--- src/rtl/pulse_tap_sequencer.sv ---
// Turns each window-ready pulse into a burst of NUM_TAPS tap-index beats.
// Pulses that arrive mid-burst queue in a saturating counter and launch back-to-back.
module pulse_tap_sequencer #(
    parameter int NUM_TAPS = 9,
    parameter int TAP_W    = 4,
    parameter int PEND_W   = 4
) (
    input  logic              fast_clk,
    input  logic              rst,
    input  logic              fast_pulse,
    input  logic              enable,
    input  logic              ovf_clr,
    output logic              tap_valid,
    output logic [TAP_W-1:0]  tap_idx,
    output logic              tap_first,
    output logic              tap_last,
    output logic              win_done,
    output logic [PEND_W-1:0] pend_cnt,
    output logic              overflow
);
    // state | meaning
    // IDLE  | no window in flight; launches when a window is queued and enable=1
    // RUN   | issuing beats of the current window; stalls while enable=0
    typedef enum logic {IDLE = 1'b0, RUN = 1'b1} state_t;

    localparam logic [TAP_W-1:0]  LAST_TAP = TAP_W'(NUM_TAPS - 1);
    localparam logic [PEND_W-1:0] PEND_MAX = '1;

    state_t            state;
    state_t            state_nxt;
    logic [TAP_W-1:0]  tap_idx_nxt;
    logic [PEND_W-1:0] pend_nxt;
    logic              win_done_nxt;
    logic              start;
    logic              inc;
    logic              drop;

    always_ff @(posedge fast_clk) begin
        if (rst) begin
            state    <= IDLE;
            tap_idx  <= '0;
            pend_cnt <= '0;
            win_done <= 1'b0;
            overflow <= 1'b0;
        end else begin
            state    <= state_nxt;
            tap_idx  <= tap_idx_nxt;
            pend_cnt <= pend_nxt;
            win_done <= win_done_nxt;
            if (drop) begin
                overflow <= 1'b1;
            end else if (ovf_clr) begin
                overflow <= 1'b0;
            end
        end
    end

    always_comb begin
        state_nxt    = state;
        tap_idx_nxt  = tap_idx;
        win_done_nxt = 1'b0;
        start        = 1'b0;
        case (state)
            IDLE: begin
                if (pend_cnt != '0 && enable) begin
                    state_nxt   = RUN;
                    tap_idx_nxt = '0;
                    start       = 1'b1;
                end
            end
            RUN: begin
                if (enable) begin
                    if (tap_idx == LAST_TAP) begin
                        win_done_nxt = 1'b1;
                        tap_idx_nxt  = '0;
                        if (pend_cnt != '0) begin
                            start = 1'b1;
                        end else begin
                            state_nxt = IDLE;
                        end
                    end else begin
                        tap_idx_nxt = tap_idx + TAP_W'(1);
                    end
                end
            end
            default: state_nxt = IDLE;
        endcase

        // A launch frees a slot, so a pulse at full count is only dropped without one.
        inc      = fast_pulse && !(pend_cnt == PEND_MAX && !start);
        drop     = fast_pulse && !inc;
        pend_nxt = pend_cnt + PEND_W'(inc) - PEND_W'(start);
    end

    always_comb begin
        tap_valid = (state == RUN) && enable;
        tap_first = tap_valid && (tap_idx == '0);
        tap_last  = tap_valid && (tap_idx == LAST_TAP);
    end
endmodule

--- config.mk ---
export PLATFORM = sky130hd
export DESIGN_NAME = pulse_tap_sequencer
export DESIGN_NICKNAME = d
export VERILOG_FILES = /design/src/rtl/pulse_tap_sequencer.sv
export SDC_FILE = /design/constraint.sdc
export NUM_CORES = 1
export LEC_CHECK = 0
export BUFFER_PORTS_ARGS = -buffer_cell sky130_fd_sc_hd__buf_4
export CAP_MARGIN = 10
export CORE_MARGIN = 4
export CORE_UTILIZATION = 48
export DETAILED_ROUTE_END_ITERATION = 7
export HOLD_SLACK_MARGIN = 0.03
export PLACE_DENSITY = 0.76
export SLEW_MARGIN = 5
export SYNTH_ARGS = -nofsm -noshare
export SYNTH_HDL_FRONTEND = slang
export SYNTH_SLANG_ARGS = --single-unit
--- constraint.sdc ---
create_clock -name fast_clk -period 2.8 [get_ports fast_clk]
set_input_delay 0.14 -clock fast_clk [delete_from_list [all_inputs] [get_ports fast_clk]]
set_output_delay 0.14 -clock fast_clk [all_outputs]
set_load 0.01 [all_outputs]
==> impl_results.md, run 1 <==
- Status: finished clean
- R2R setup slack: 0.33 ns
- Worst r2r path cells: 9
- Die width: 44.4 um
- Total of warnings raised by yosys: 0
- Via count: 552
- CTS Root Cell: clkbuf_4
- Most frequent cells in the layout: 17 x buf_4, 11 x dfxtp_1, 8 x inv_1
- Post-Synthesis Net Count: 82
- Final Skew: 0.00413 ns
- CP max FO: 5
- # IOs: 18
- Pwr dens: 760 nW/um2
- Hpwl dp: 1050 um
- Distinct cells, synth: 28
- Final clock period utilization by the worst path: 88.1%
- Initial antenna violation count: 0
- CP Capture Type: flop
- PostCTS Resize Cnt: 0
- Clk pin slew, worst setup/hold paths: 0.07 ns
- First-pass GRT wire length: 2350 um
- Setup-failing EPs final: 0
- Leakage: 0.000352 uW
- Commonest non-fill, non-tap cell in the layout: buf_4
- Total detailed-routing wirelength: 1310 um
- I/O Buffers: 17
- Layout cells sized above 1: 28.1%
- Worst Hold End: overflow$_SDFFE_PP0P_
- Worst slew pin tran: 0.476 ns
- HP Start: ovf_clr
- FILL cells: 101
- GR Layer Usage met3: 5.28%
- Final Hold Fails: 0
- N_diodes: 0
- Initial Utilization: 54.2%
- WL per Instance: 12.7 um
- Final net count: 103
- Fin crit period: 2.47 ns
- Detailed-route DRC error count: 0
- Die area: 1970 um2
- Setup_tns: 0 ns
- HP Class: in2reg
- Setup bufs post-CTS: 0
- Vias/cell: 5.36
- M1 GR Usage: 19.8%
- Worst vdd ir: 0.000453 V
- Pin count of the biggest net entering global routing: 14
- Synth-to-Final Area Change: 26.4%
- Worst flop-to-flop path endpoint: pend_cnt[3]$_SDFF_PP0_
- TritonCTS clock tree: yes
- RSZ-0062 raised after global routing: false
- Remaining global-route overflow: 0
- H-tree levels: 1
- GP Congestion: 0.751
- FMAX: 405 MHz
- Clk_lat worst skew: 0.27 ns
- Num CTS Buffers: 3
- Relative slew slack: 68.2%
- 1st-iter DRT viols: 6
- Yosys reg bits: 11
- First-pass DRT Iterations: 6
- Final ANT Viol Nets: 0
- CP Class: reg2reg
- Syn Inst Count: 69
- Routing usage on met2: 24.4%
- Post-Syn Area: 634 um2
- Vias in the first global route: 531
- Launching element type of the critical path: flop
- Register area share after synthesis: 34.7%
- Hold Crit Depth: 4
- Data arrival, critical path: 2.63 ns
- Place WS: 0.327 ns
- GRT busiest layer: met2
- Die Ht: 44.4 um
- Placeable core area: 1170 um2
- Fin. max-slew vios: 0
- Worst R2R Start: pend_cnt[2]$_SDFF_PP0_
- MaxCap Viol Count: 0
- CTS sink count: 11
- Syn avg cell area: 9.19 um2
- Total track usage: 16.5%
- Worst endpoint required time: 2.96 ns
- CTS Buffer Depth: 2
- Cts hold-fix bufs: 0
- Num rows: 12
- Final WS setup: 0.332 ns
synth_stat cells:
| cell | count | area, um2 |
|---|---|---|
| nor4b_1 | 1 | 8.76 |
| a21o_1 | 1 | 7.51 |
| a21oi_1 | 3 | 15.0 |
| o211ai_1 | 1 | 7.51 |
| dfxtp_1 | 11 | 220 |
| clkbuf_1 | 1 | 3.75 |
| nor2_1 | 4 | 15.0 |
| nand3b_1 | 1 | 7.51 |
| o21ai_0 | 3 | 15.0 |
| fa_1 | 1 | 20.0 |
| nor3_1 | 2 | 10.0 |
| o41ai_1 | 1 | 8.76 |
| mux2_2 | 1 | 11.3 |
| o22ai_1 | 1 | 6.26 |
| or2b_1 | 1 | 7.51 |
| or3_1 | 2 | 12.5 |
| nand4_1 | 1 | 6.26 |
| a211oi_2 | 1 | 12.5 |
| xnor2_1 | 1 | 8.76 |
| nor2b_1 | 3 | 18.8 |
| inv_1 | 8 | 30.0 |
| nand2_1 | 7 | 26.3 |
| ha_1 | 7 | 87.6 |
| nor3b_1 | 1 | 7.51 |
| mux2i_1 | 1 | 10.0 |
| nor4b_2 | 1 | 15.0 |
| nand3_1 | 1 | 5.00 |
| a2111oi_2 | 2 | 30.0 |
logic make-up after synthesis:
kind of cell	count (synthesis)	synth area share, %
flip-flops	11	34.7
AND/OR/NAND/NOR	25	22.1
adder cells (fa/ha/maj)	8	17.0
XOR/XNOR	1	1.38
multiplexers	2	3.35
buffers and inverters	9	5.33
AO/OA/AOI/OAI	13	16.2
final cells by class:
class                           instances  area [um2]  share of cell area, %
Timing Repair Buffer                   17         128                   15.9
Inverter                                8        30.0                   3.74
Multi-Input combinational cell         49         380                   47.4
Sequential cell                        11         220                   27.5
Clock buffer                            4        26.3                   3.28
Tap cell                               14        17.5                   2.18
worst max path at each step:
stage / startpoint / endpoint / slack [ns]
floorplan: pend_cnt[2]$_SDFF_PP0_ / pend_cnt[3]$_SDFF_PP0_ / 0.45
global placement: tap_idx[0]$_SDFFE_PP0P_ / pend_cnt[3]$_SDFF_PP0_ / 0.40
detailed placement: pend_cnt[2]$_SDFF_PP0_ / pend_cnt[3]$_SDFF_PP0_ / 0.33
CTS: pend_cnt[2]$_SDFF_PP0_ / pend_cnt[3]$_SDFF_PP0_ / 0.32
global route: tap_idx[0]$_SDFFE_PP0P_ / pend_cnt[3]$_SDFF_PP0_ / 0.14
finish: pend_cnt[2]$_SDFF_PP0_ / pend_cnt[3]$_SDFF_PP0_ / 0.33
where the power goes:
part / leakage [uW] / internal, uW / total [uW] / switching [uW]
sequential: 0.0000899 / 185 / 220 / 34.8
combinational: 0.000247 / 145 / 278 / 133
clock: 0.0000150 / 55.3 / 112 / 56.7
total: 0.000352 / 385 / 610 / 224
per-stage QoR:
step	hold WS, ns	power [uW]	area, um2	util (%)	std cells
after CTS	0.119	618	802	68.5	103
after global placement	0.420	494	776	66.2	99
final	0.122	610	802	68.5	103
after floorplan	0.220	415	634	-	69
after global routing	0.141	671	802	68.5	103
after detailed placement	0.404	505	776	66.2	99
per-layer routing:
metal	part of all wire [%]	up-vias
met2	45	19
met5	0	-
met4	3.5	0
met1	45	245
li1	-	281
met3	6.2	7
critical path, cell delays in order (launching register included):
cell      delay [ns]
dfxtp_1         0.36
inv_1           0.08
ha_1            0.20
nor3b_1         0.16
a211oi_2        0.46
nand2_1         0.17
ha_1            0.30
a21o_1          0.15
a21oi_1         0.15
mux2_2          0.34
state kept, by name, indices dropped and copies added (netlist names):
name,cells
overflow,1
pend_cnt,4
state,1
tap_idx,4
win_done,1
Note: power is estimated with default switching activity, not from simulation.
==> run 2: changes to the inputs <==
--- a/config.mk
+++ b/config.mk
@@ -9,9 +9,11 @@
 export CAP_MARGIN = 10
 export CORE_MARGIN = 4
 export CORE_UTILIZATION = 48
+export CTS_BUF_LIST = sky130_fd_sc_hd__clkbuf_16
 export DETAILED_ROUTE_END_ITERATION = 7
 export HOLD_SLACK_MARGIN = 0.03
 export PLACE_DENSITY = 0.76
+export SKIP_LAST_GASP = 1
 export SLEW_MARGIN = 5
 export SYNTH_ARGS = -nofsm -noshare
 export SYNTH_HDL_FRONTEND = slang
==> run 2 against run 1 <==
  * Utilization is 4.5 points higher
  * Combinational power grew 3%
  * Sequential share of layout area shrank 1.7 points
  * Sequential power is essentially flat
  * Total power grew 25%
  * Clock skew is 0.0034 ns lower
  * Count of clock-buffer cells in the layout decreased by 1
  * Wire length up 3.2%
  * Register-to-register slack about the same
  * Fmax decreased by 0.11%
  * Die area is the same
  * Final cell count unchanged
  * Critical endpoint unchanged
==> impl_results.md, run 2 (same netlist as run 1, synthesis figures left out) <==
- Num rows: 12 (unchanged)
- HP Class: in2reg
- Detailed-route DRC error count: 0 (unchanged)
- Final Hold Fails: 0 (unchanged)
- 1st-iter DRT viols: 7 (+1)
- Most frequent cells in the layout: 17 x buf_4, 11 x dfxtp_1, 9 x inv_1
- Post-layout util: 73.0% (+4.5 points)
- Final ANT Viol Nets: 0 (unchanged)
- Clk pin slew, worst setup/hold paths: 0.04 ns (-0.03 ns)
- Pin count of the biggest net entering global routing: 14 (unchanged)
- CP Capture Type: flop
- Clk_lat worst skew: 0.24 ns (-0.03 ns)
- Total detailed-routing wirelength: 1350 um (+3.2%)
- Relative slew slack: 67.9% (-0.24 points)
- Worst slew pin tran: 0.480 ns (+0.00360 ns)
- Worst vdd ir: 0.000524 V (+16%)
- FILL cells: 92 (-8.9%)
- CP Cell Sequence: inv_1 > ha_1 > nor3b_1 > a211oi_2 > nand2_1 > ha_1 > a21o_1 > a21oi_1 > mux2_2
- TritonCTS clock tree: yes
- Cts hold-fix bufs: 0 (unchanged)
- Worst endpoint required time: 2.92 ns (-0.04 ns)
- I/O Buffers: 17 (unchanged)
- Vias/cell: 5.43 (+1.3%)
- Final clock period utilization by the worst path: 88.2% (+0.099 points)
- Total track usage: 16.4% (-0.083 points)
- Placeable core area: 1170 um2 (unchanged)
- Leakage: 0.000379 uW (+7.8%)
- RSZ-0062 raised after global routing: false
- Num CTS Buffers: 3 (unchanged)
- FMAX: 405 MHz (-0.11%)
- Layout cells sized above 1: 28.1% (unchanged)
- Synth-to-Final Area Change: 34.7%
- Commonest non-fill, non-tap cell in the layout: buf_4
- Setup-failing EPs final: 0 (unchanged)
- Data arrival, critical path: 2.60 ns (-0.03 ns)
- Remaining global-route overflow: 0 (unchanged)
- First-pass DRT Iterations: 5 (-1)
- Launching element type of the critical path: flop
- Initial Utilization: 54.2% (unchanged)
- Die Ht: 44.4 um (unchanged)
- Status: finished clean
- H-tree levels: 1 (unchanged)
- CP most frequent cell: ha_1
- Setup bufs post-CTS: 0 (unchanged)
- # IOs: 18 (unchanged)
- Final Hold Slack: 0.167 ns (+0.0450 ns)
- Final Skew: 0.000719 ns (-0.00341 ns)
- Slowest-stage cell, CP: a211oi_2
- CP max FO: 5 (unchanged)
- Largest regs: pend_cnt x4, tap_idx x4
- Via count: 559 (+1.3%)
- WL per Instance: 13.1 um (+3.2%)
- Initial antenna violation count: 0 (unchanged)
- Fin crit period: 2.47 ns (+0.00277 ns)
- Die width: 44.4 um (unchanged)
- MaxCap Viol Count: 0 (unchanged)
- Final net count: 103 (unchanged)
- CTS Buffer Depth: 2 (unchanged)
- Vias in the first global route: 547 (+3.0%)
- First-pass GRT wire length: 2390 um (+1.7%)
- CTS Root Cell: clkbuf_16
- CP Class: reg2reg
- Die area: 1970 um2 (unchanged)
- Setup_tns: 0 ns (unchanged)
- CTS sink count: 11 (unchanged)
- PostCTS Resize Cnt: 0 (unchanged)
- Hpwl dp: 1050 um (unchanged)
- Fin. max-slew vios: 0 (unchanged)
- Pwr dens: 891 nW/um2 (+17%)
- Crit-path max cell delay: 0.46 ns (about the same)
- N_diodes: 0 (unchanged)
- GP Congestion: 0.751 (unchanged)
[run 2: cell count changes in the layout (fill, tap and decap cells not counted)]
cell and delta:
clkbuf_1 -1, clkbuf_16 +3, clkbuf_4 -3, inv_1 +1
[run 2: critical path: cells and delay by family (launching register included)]
kind	cells	cell delay, ns
and+or+nand+nor	2	0.33
AOI/OAI and AO/OA	3	0.76
buffers and inverters	1	0.08
DFF	1	0.35
adders and majority gates	2	0.50
muxes	1	0.34
[run 2: worst paths after layout]
check	startpoint	to	slack, ns	cells after the start
setup / recovery	pend_cnt[2]$_SDFF_PP0_	pend_cnt[3]$_SDFF_PP0_	0.33	9
hold / removal	ovf_clr	overflow$_SDFFE_PP0P_	0.17	4
setup reg to reg	pend_cnt[2]$_SDFF_PP0_	pend_cnt[3]$_SDFF_PP0_	0.33	9
hold reg to reg	overflow$_SDFFE_PP0P_	overflow$_SDFFE_PP0P_	0.46	2
[run 2: per-layer routing]
| metal | wire, um | track usage [%] |
|---|---|---|
| met1 | 600 | 20.5 |
| met2 | 650 | 26.5 |
| met3 | 84 | 3.66 |
| met4 | 15 | 7.83 |
| met5 | 0 | 0 |
[run 2: stage by stage]
step	area (um2)	setup WS (ns)	power, uW	std cells
final	855	0.329	761	103
after global routing	855	0.146	821	103
after CTS	855	0.322	770	103
after detailed placement	776	0.327	505	99
after global placement	776	0.397	494	99
after floorplan	634	0.448	415	69
[run 2: report_power, final]
group	switching, uW	total, uW	internal (uW)
Combinational	138	285	147
Clock	69.4	257	187
Sequential	33.5	220	186
Total	241	761	521
[run 2: layout make-up]
cell class | count | area [um2] | area share, %
Inverter | 8 | 30.0 | 3.51
Multi-Input combinational cell | 49 | 380 | 44.5
Tap cell | 14 | 17.5 | 2.05
Clock inverter | 1 | 3.75 | 0.439
Timing Repair Buffer | 17 | 128 | 14.9
Clock buffer | 3 | 75.1 | 8.78
Sequential cell | 11 | 220 | 25.8
==> run 3: changes to the inputs <==
--- a/config.mk
+++ b/config.mk
@@ -5,14 +5,16 @@
 export SDC_FILE = /design/constraint.sdc
 export NUM_CORES = 1
 export LEC_CHECK = 0
+export ABC_AREA = 1
 export BUFFER_PORTS_ARGS = -buffer_cell sky130_fd_sc_hd__buf_4
 export CAP_MARGIN = 10
 export CORE_MARGIN = 4
-export CORE_UTILIZATION = 48
+export CORE_UTILIZATION = 49
 export CTS_BUF_LIST = sky130_fd_sc_hd__clkbuf_16
 export DETAILED_ROUTE_END_ITERATION = 7
 export HOLD_SLACK_MARGIN = 0.03
 export PLACE_DENSITY = 0.76
+export SKIP_CTS_REPAIR_TIMING = 1
 export SKIP_LAST_GASP = 1
 export SLEW_MARGIN = 5
 export SYNTH_ARGS = -nofsm -noshare
==> run 3 against run 2 <==
  * Flip-flop and latch count stayed put
  * Combinational power is 31% higher
  * Die area is 3.7% higher
  * Sequential share of layout area is 1.3 points lower
  * Final cell count is 22% higher
  * Synthesized cell count is 32% higher
  * Global-route usage is 0.54 points lower
  * First-iteration DRC count is 57% lower
  * Via count is 9.5% higher
  * Wire length is 0.30% higher
  * Critical path type unchanged
==> impl_results.md, run 3 <==
- Pin count of the biggest net entering global routing: 9 (-5)
- Data arrival, critical path: 2.24 ns (-0.36 ns)
- Hpwl dp: 1040 um (-1.2%)
- Non-filler instance count after layout: 126 (+22%)
- Status: finished clean
- Most frequent cells in the layout: 17 x buf_4, 15 x inv_1, 14 x nand2_1
- Syn Inst Count: 91 (+32%)
- Total track usage: 15.9% (-0.54 points)
- 1st-iter DRT viols: 3 (-4)
- Final Hold Fails: 0 (unchanged)
- CP max FO: 4 (-1)
- Synth cell count leaders: 14 x inv_1, 14 x nand2_1, 11 x dfxtp_1, 9 x nand3_1
- Total detailed-routing wirelength: 1360 um (+0.30%)
- CTS Root Cell: clkbuf_16
- GR Layer Usage met3: 3.98% (+0.33 points)
- Initial Utilization: 52.0% (-2.1 points)
- Die area: 2040 um2 (+3.7%)
- Layout cells sized above 1: 33.3% (+5.2 points)
- Launching element type of the critical path: flop
- Combinational Power Share: 43.4% (+6.0 points)
- GRT busiest layer: met2
- # placed instances: 122 (+23%)
- Vias in the first global route: 548 (+0.18%)
- Initial antenna violation count: 0 (unchanged)
- N_diodes: 0 (unchanged)
- Post-Syn Area: 677 um2 (+6.7%)
- Placeable core area: 1300 um2 (+11%)
- Switching Share: 36.5% (+4.9 points)
- Die Ht: 45.2 um (+1.8%)
- Num rows: 13 (+1)
- Die width: 45.2 um (+1.8%)
- Post-synth ARST share: 0% (unchanged)
- Leakage: 0.000447 uW (+18%)
- Internal power: 544 uW (+4.5%)
- CP Class: reg2reg
- Commonest non-fill, non-tap cell in the layout: buf_4
- Switching pwr: 313 uW (+30%)
- Post-synth EDFFs: 0 (unchanged)
- CTS Buffer Depth: 2 (unchanged)
- Routing usage on met2: 25.4% (-1.0 points)
- First-pass DRT Iterations: 4 (-1)
- Register area share after synthesis: 32.5% (-2.2 points)
- Commonest register cell after synthesis: dfxtp_1
- GP Congestion: 0.797 (+6.1%)
- Yosys reg bits: 11 (unchanged)
- Clock share of power: 29.4% (-4.3 points)
- Post-Synthesis Net Count: 104 (+27%)
- H-tree levels: 1 (unchanged)
- Fin crit period: 2.12 ns (-0.355 ns)
- Setup-failing EPs final: 0 (unchanged)
- CP Capture Type: flop
- WL per Instance: 10.8 um (-18%)
- Yosys top cell area share: 32.5% (-2.2 points)
- Part of the power in registers: 27.2% (-1.7 points)
- Remaining global-route overflow: 0 (unchanged)
- Worst vdd ir: 0.000663 V (+26%)
- Via count: 612 (+9.5%)
- HP Class: in2reg
- Distinct cells, synth: 17 (-39%)
- Final clock period utilization by the worst path: 75.6% (-13 points)
- Relative slew slack: 85.4% (+17 points)
- # IOs: 18 (unchanged)
- Syn avg cell area: 7.44 um2 (-19%)
- Largest regs: pend_cnt x4, tap_idx x4
- MaxCap Viol Count: 0 (unchanged)
- Fin. max-slew vios: 0 (unchanged)
- Clk_lat worst skew: 0.23 ns (about the same)
- CTS sink count: 11 (unchanged)
- Worst endpoint required time: 2.93 ns (about the same)
- Final net count: 125 (+21%)
- RSZ-0062 raised after global routing: false
- TritonCTS clock tree: yes
- Pwr dens: 954 nW/um2 (+7.1%)
- Leading area contributor after synthesis: dfxtp_1
- Detailed-route DRC error count: 0 (unchanged)
- I/O Buffers: 17 (unchanged)
- Setup_tns: 0 ns (unchanged)
- Final ANT Viol Nets: 0 (unchanged)
- Vias/cell: 4.86 (-11%)
- First-pass GRT wire length: 2260 um (-5.2%)
- Ranking of synthesized cells by area: dfxtp_1 33%, ha_1 13%, inv_1 7.8%
- FMAX: 473 MHz (+17%)
- Synth-to-Final Area Change: 32.7%
- Worst slew pin tran: 0.219 ns (-0.261 ns)
- Final Skew: 0.00139 ns (+0.000671 ns)
- Clk pin slew, worst setup/hold paths: 0.04 ns (about the same)
- M1 GR Usage: 18.5% (-2.0 points)
- Total of warnings raised by yosys: 0 (unchanged)
- Num CTS Buffers: 3 (unchanged)
==> run 3: changes by cell type after synthesis, moves of 4 or more <==
cell and delta:
nand2_2 +7, nand3_1 +8, nor2_2 +5, nand2_1 +7, a21oi_1 +4, inv_1 +6
==> run 3: final timing paths <==
path	start	end	slack (ns)	cells after the start
setup / recovery	tap_idx[0]$_SDFFE_PP0P_	pend_cnt[2]$_SDFF_PP0_	0.68	12
hold / removal	rst	state$_SDFF_PP0_	0.14	2
setup reg to reg	tap_idx[0]$_SDFFE_PP0P_	pend_cnt[2]$_SDFF_PP0_	0.68	12
hold reg to reg	overflow$_SDFFE_PP0P_	overflow$_SDFFE_PP0P_	0.46	2
==> run 3: power by group through the flow <==
stage	logic, uW	clock network (uW)	registers, uW
after CTS	378	257	234
after floorplan	252	0	243
after global placement	361	0	234
after global routing	427	270	240
after detailed placement	371	0	235
final	372	252	233
==> run 3: cells by family (layout without fill, tap and decap cells) <==
family | after synthesis | count (layout) | share of synthesized area [%]
adders and majority gates | 8 | 8 | 15.9
xor gates and xnor gates | 1 | 1 | 1.29
AOI/OAI and AO/OA | 9 | 9 | 6.65
buffers and inverters | 17 | 37 | 9.43
and+or+nand+nor | 45 | 45 | 34.2
DFF | 11 | 11 | 32.5
==> run 3: area by class of cell <==
| cell class | instances | area [um2] |
|---|---|---|
| fillers | 107 | 403 |
| clock buffers | 3 | 75.1 |
| well taps | 15 | 18.8 |
| flip-flops and latches | 11 | 220 |
| clock inverters | 1 | 3.75 |
| inverters | 16 | 60.1 |
| multi-input cells | 63 | 393 |
| repair buffers | 17 | 128 |
==> run 3: layer usage <==
layer  vias up  wire length (um)  part of all wire (%)
met5         -                 0                     0
met4         0                10                  0.74
met3         2                66                   4.9
met2        14               673                    50
met1       275               604                    45
li1        321                 -                     -
==> run 3: worst max-delay path, stage by stage (launching register included) <==
cell and delay, ns:
dfxtp_1 0.36, inv_1 0.09, ha_1 0.23, nand2_1 0.09, nor2_2 0.06, nor2_2 0.13
nor2_4 0.06, nand2_2 0.08, o21ai_1 0.07, ha_1 0.21, fa_1 0.42, xnor2_1 0.15
nor2_1 0.05
==> run 3: through the flow <==
stage / setup WS [ns] / hold slack [ns] / power, uW / util (%) / area (um2)
after floorplan: 0.740 / 0.303 / 495 / - / 677
after global placement: 0.735 / 0.377 / 595 / 63.0 / 820
after detailed placement: 0.707 / 0.380 / 606 / 63.0 / 820
after CTS: 0.672 / 0.134 / 870 / 69.0 / 898
after global routing: 0.551 / 0.133 / 938 / 69.0 / 898
final: 0.685 / 0.135 / 857 / 69.0 / 898
